$ cat src/rtl/mem_arb_pkg.sv
// Shared types and constants for the two-port memory arbiter.
package mem_arb_pkg;

    localparam int CNT_W = 8;

    typedef enum logic [1:0] {
        IDLE    = 2'd0,
        BUSY_IF = 2'd1,
        BUSY_DM = 2'd2
    } state_e;

    typedef enum logic {
        GNT_IF = 1'b0,
        GNT_DM = 1'b1
    } gnt_e;

endpackage

$ cat src/rtl/mem_arb_timer.sv
// Access watchdog: counts busy cycles without an ack and flags the last allowed cycle.
module mem_arb_timer
    import mem_arb_pkg::*;
#(
    parameter int TIMEOUT = 16
) (
    input  logic clk,
    input  logic rst,
    input  logic clear_i,
    input  logic enable_i,
    output logic expired_o
);

    logic [CNT_W-1:0] cnt_q, cnt_d;

    always_comb begin
        cnt_d = cnt_q;
        if (clear_i) begin
            cnt_d = '0;
        end else if (enable_i) begin
            cnt_d = cnt_q + 1'b1;
        end
    end

    always_ff @(posedge clk) begin
        if (rst) begin
            cnt_q <= '0;
        end else begin
            cnt_q <= cnt_d;
        end
    end

    assign expired_o = (cnt_q == CNT_W'(TIMEOUT - 1));

endmodule

$ cat src/rtl/mem_port_arbiter.sv
// Arbitrates fetch and data-memory ports onto one single-ported memory with a timeout.
// Optional build macro ARB_ROUND_ROBIN_EN replaces fixed dm priority with round-robin tie-break.
module mem_port_arbiter
    import mem_arb_pkg::*;
#(
    parameter int ADDR_W  = 32,
    parameter int DATA_W  = 32,
    parameter int TIMEOUT = 16
) (
    input  logic              clk,
    input  logic              rst,
    input  logic              if_req,
    input  logic [ADDR_W-1:0] if_addr,
    output logic [DATA_W-1:0] if_rdata,
    output logic              if_ready,
    input  logic              dm_req,
    input  logic              dm_we,
    input  logic [ADDR_W-1:0] dm_addr,
    input  logic [DATA_W-1:0] dm_wdata,
    output logic [DATA_W-1:0] dm_rdata,
    output logic              dm_ready,
    output logic              mem_req,
    output logic              mem_we,
    output logic [ADDR_W-1:0] mem_addr,
    output logic [DATA_W-1:0] mem_wdata,
    input  logic [DATA_W-1:0] mem_rdata,
    input  logic              mem_ack,
    output logic              stall_f,
    output logic              stall_m,
    output logic              err
);

    state_e            state_q, state_d;
    logic [ADDR_W-1:0] addr_q, addr_d;
    logic [DATA_W-1:0] wdata_q, wdata_d;
    logic              we_q, we_d;
    logic              pick_dm;
    logic              busy;
    logic              expired;

    assign busy = (state_q != IDLE);

`ifdef ARB_ROUND_ROBIN_EN
    // Holds the requester that was NOT granted most recently; it wins the next tie.
    gnt_e rr_next_q, rr_next_d;

    assign pick_dm = dm_req & (~if_req | (rr_next_q == GNT_DM));

    always_comb begin
        rr_next_d = rr_next_q;
        if (state_q == IDLE && (if_req || dm_req)) begin
            rr_next_d = pick_dm ? GNT_IF : GNT_DM;
        end
    end

    always_ff @(posedge clk) begin
        if (rst) begin
            rr_next_q <= GNT_IF;
        end else begin
            rr_next_q <= rr_next_d;
        end
    end
`else
    assign pick_dm = dm_req;
`endif

    mem_arb_timer #(
        .TIMEOUT (TIMEOUT)
    ) u_timer (
        .clk       (clk),
        .rst       (rst),
        .clear_i   (state_q == IDLE),
        .enable_i  (busy & ~mem_ack),
        .expired_o (expired)
    );

    always_comb begin
        state_d   = state_q;
        addr_d    = addr_q;
        wdata_d   = wdata_q;
        we_d      = we_q;
        mem_req   = 1'b0;
        mem_we    = 1'b0;
        mem_addr  = '0;
        mem_wdata = '0;
        if_ready  = 1'b0;
        if_rdata  = '0;
        dm_ready  = 1'b0;
        dm_rdata  = '0;
        err       = 1'b0;
        case (state_q)
            IDLE: begin
                // Request fields are captured at grant so the access completes even if req drops.
                if (if_req || dm_req) begin
                    state_d = pick_dm ? BUSY_DM : BUSY_IF;
                    addr_d  = pick_dm ? dm_addr : if_addr;
                    we_d    = pick_dm & dm_we;
                    wdata_d = pick_dm ? dm_wdata : '0;
                end
            end
            BUSY_IF, BUSY_DM: begin
                mem_req   = 1'b1;
                mem_we    = we_q;
                mem_addr  = addr_q;
                mem_wdata = wdata_q;
                if (mem_ack || expired) begin
                    state_d = IDLE;
                    err     = ~mem_ack;
                    if (state_q == BUSY_IF) begin
                        if_ready = 1'b1;
                        if_rdata = mem_ack ? mem_rdata : '0;
                    end else begin
                        dm_ready = 1'b1;
                        dm_rdata = mem_ack ? mem_rdata : '0;
                    end
                end
            end
            default: state_d = IDLE;
        endcase
    end

    always_ff @(posedge clk) begin
        if (rst) begin
            state_q <= IDLE;
            addr_q  <= '0;
            wdata_q <= '0;
            we_q    <= 1'b0;
        end else begin
            state_q <= state_d;
            addr_q  <= addr_d;
            wdata_q <= wdata_d;
            we_q    <= we_d;
        end
    end

    assign stall_f = if_req & ~if_ready;
    assign stall_m = dm_req & ~dm_ready;

endmodule

$ cat config.mk
export PLATFORM = sky130hd
export DESIGN_NAME = mem_port_arbiter
export DESIGN_NICKNAME = d
export VERILOG_FILES = /design/src/rtl/mem_arb_pkg.sv /design/src/rtl/mem_arb_timer.sv /design/src/rtl/mem_port_arbiter.sv
export SDC_FILE = /design/constraint.sdc
export NUM_CORES = 1
export LEC_CHECK = 0
export CAP_MARGIN = 5
export CORE_MARGIN = 2
export CORE_UTILIZATION = 39
export CTS_CLUSTER_DIAMETER = 100
export CTS_CLUSTER_SIZE = 8
export DETAILED_ROUTE_END_ITERATION = 6
export GPL_TIMING_DRIVEN = 0
export PLACE_DENSITY = 0.88
export SYNTH_ARGS = -nofsm -noshare
export SYNTH_HDL_FRONTEND = slang
export SYNTH_SLANG_ARGS = --single-unit
$ cat constraint.sdc
create_clock -name clk -period 3.75 [get_ports clk]
set_clock_uncertainty 0.05 [all_clocks]
set_input_delay 0.375 -clock clk [delete_from_list [all_inputs] [get_ports clk]]
set_output_delay 0.375 -clock clk [all_outputs]
set_load 0.005 [all_outputs]
==> results.yml <==
outcome:
  outcome: "completed"
critical_path:
  cp.required_ns: 3.32
  cp_data_arrival_time_ns: 2.73
  startpoint_type: "flop"
  crit_fanout: 10
  cp-startpoint: "state_q[0]"
  timing.rr.start: "state_q[0]"
  ff2ff_path_depth: 6
  r2r-end: "u_timer.cnt_q[7]"
  endpoint_kind: "primary output"
  crit_end: "mem_wdata[14]"
  rrSetupSlack_ns: 1.96
  worstSetupPathType: "reg -> out"
synthesis:
  synth.top_cell.area_share_pct: 38.4
  postSynthCellCount: 497
  yosys_warnings: 0
  yosysMostFrequentCell: "nor2_1"
  synth_nets: 634
  synth_top_area_cell: "dfxtp_1"
  async_flop_share_pct: 0
  synth-seq-cells: 75
  synth_area_sq_um: 3910
  avgSynthCellArea_sq_um: 7.86
  synth-seq-area-share_pct: 38.4
  synth_edf_count: 0
  ys.flop_type: "dfxtp_1"
  synth_cell_types: 32
  yosys-top-cells-count: "139 x nor2_1, 75 x dfxtp_1, 67 x and2_1"
  synthTopCellsByArea: "dfxtp_1 38%, nor2_1 13%, and2_1 11%"
clock_tree:
  clock_latency_ns: 0.35
  cts_tree: "done"
  clk_path_buf_depth: 2
  cts_resized: 0
  clk_pin_slew_ns: 0.07
  cts_max_level: 3
  hold_buffers: 0
  cts-root-buf: "clkbuf_8"
  cts_sinks: 75
  post-cts-setup-buffers: 0
  cts-buffers-inserted: 9
drt:
  ant_nets: 0
  wl_per_cell_microns: 16.1
  drt_iter0_markers: 203
  routed_wl_mm: 14.8
  vias: 4549
  drtPass1Iterations: 5
  drc_errors: 0
  viasPerCell: 4.96
placement:
  placed_cells: 896
  finalWeightedCongestion: 0.903
  dpl-instance-area_sq_um: 6740
  port_buffers: 266
  hpwl_mm: 12.0
sta:
  tightest_slew_ns: 0.583
  fin_crit_sh_pct: 84.2
  relSlewSlack_pct: 61.1
  slew_viol_final: 0
  fmax_mhz: 317
  rsz0062_at_grt: "false"
  setup_tns_ns: 0
  setup_viol: 0
  fin_crit_ns: 3.16
  hold_violations: 0
global_route:
  grt_pass1_wl_mm: 22.7
  first_global_vias: 4506
  gr-total-overflow: 0
  grt_start_max_net_pins: 15
  antenna_found_initial: 4
  grt_use_total_pct: 26.4
finish:
  drive_gt1_share_pct: 4.88
  syn2layout_area_growth_pct: 78.7
  final_core_util_pct: 71.8
  final_cells: 917
  filler_cell_count: 790
  final_area_sq_um: 6980
  nets: 911
power:
  p_comb_share_pct: 32.2
  power.share.sequential_pct: 37.7
  power.leakage_nw: 2.73
  p_switching_mw: 0.734
  swShare_pct: 30.2
  p_per_area_nw_per_um2: 348
  irDropWorstVdd_mv: 0.174
  intPower_mw: 1.70
  power_frac_clock_pct: 30.1
hold_path:
  worst_hold_startpoint: "dm_req"
  whs_path_depth: 3
  min_path_type: "in -> reg"
die:
  die_h_microns: 104
  ioPinCount: 269
  die-area_sq_um: 10800
  num_rows: 36
  core-area_sq_um: 9730
  die_w_microns: 104
  start_util_pct: 40.1
job:
  maxCapViolations: 0
layer usage:
layer / share of wire (%) / vias to the layer above / track usage, %
li1: - / 2213 / -
met1: 38 / 2096 / 26.9
met2: 52 / 207 / 50.2
met3: 6.4 / 33 / 5.83
met4: 3.5 / 0 / 12.9
met5: 0 / - / 0
worst min-delay path by stage:
stage	end	slack, ns
global route	state_q[0]	0.40
finish	state_q[0]	0.39
floorplan	wdata_q[0]	0.41
global placement	wdata_q[18]	0.42
detailed placement	wdata_q[10]	0.43
CTS	state_q[0]	0.37
flip-flops by register name (all words and copies together) (netlist names):
signal         count
addr_q            32
wdata_q           32
u_timer.cnt_q      8
state_q            2
we_q               1
worst max-delay path, stage by stage, from the launching register on:
cell             delay, ns
dfxtp_1               0.37
inv_1                 0.06
ha_1                  0.40
clkbuf_1              0.49
clkbuf_1              0.34
and2_1                0.18
clkdlybuf4s50_1       0.55
final cells by class:
cell class | count | area, sq um | area share [%]
Clock buffer | 10 | 138 | 1.97
Sequential cell | 75 | 1500 | 21.5
Buffer | 45 | 191 | 2.74
Tap cell | 133 | 166 | 2.38
Antenna cell | 5 | 12.5 | 0.179
Multi-Input combinational cell | 373 | 2200 | 31.5
Inverter | 4 | 15.0 | 0.215
Clock inverter | 6 | 96.3 | 1.38
Timing Repair Buffer | 266 | 2660 | 38.1
stage by stage:
step	power (mW)	setup slack, ns	hold WS, ns
2_1_floorplan	1.29	1.98	0.407
3_3_place_gp	1.69	0.983	0.422
3_5_place_dp	1.71	0.980	0.433
4_1_cts	2.44	0.598	0.375
5_1_grt	2.56	0.415	0.396
6_report	2.43	0.593	0.392
cells in the final DEF (no fill, tap or decap), types with 2 or more instances in the layout:
cell type,instances
inv_1,4
xor2_1,5
nand2b_1,2
nor2_1,139
nand2_1,35
a22oi_1,33
dfxtp_1,75
nor2b_1,5
and2_1,67
buf_2,15
bufinv_16,2
mux2i_1,33
diode_2,5
clkbuf_1,23
xnor2_1,2
clkdlybuf4s50_1,266
nand4_1,2
clkbuf_8,10
ha_1,3
a211oi_1,33
buf_1,6
cell families after synthesis:
| logic type | after synthesis | share of synthesized area, % |
|---|---|---|
| and+or+nand+nor | 258 | 30.9 |
| DFF | 75 | 38.4 |
| AOI/OAI and AO/OA | 72 | 14.4 |
| adders and majority gates | 3 | 0.961 |
| buffers and inverters | 49 | 5.28 |
| xor gates and xnor gates | 7 | 1.57 |
| muxes | 33 | 8.46 |
power by group through the flow:
stage / logic (mW) / clock network (mW) / registers, mW
final: 0.782 / 0.733 / 0.917
after detailed placement: 0.780 / 0 / 0.935
after global routing: 0.854 / 0.780 / 0.928
after floorplan: 0.370 / 0 / 0.923
after CTS: 0.784 / 0.743 / 0.917
after global placement: 0.762 / 0 / 0.929
(Power assumes the default switching activity.)
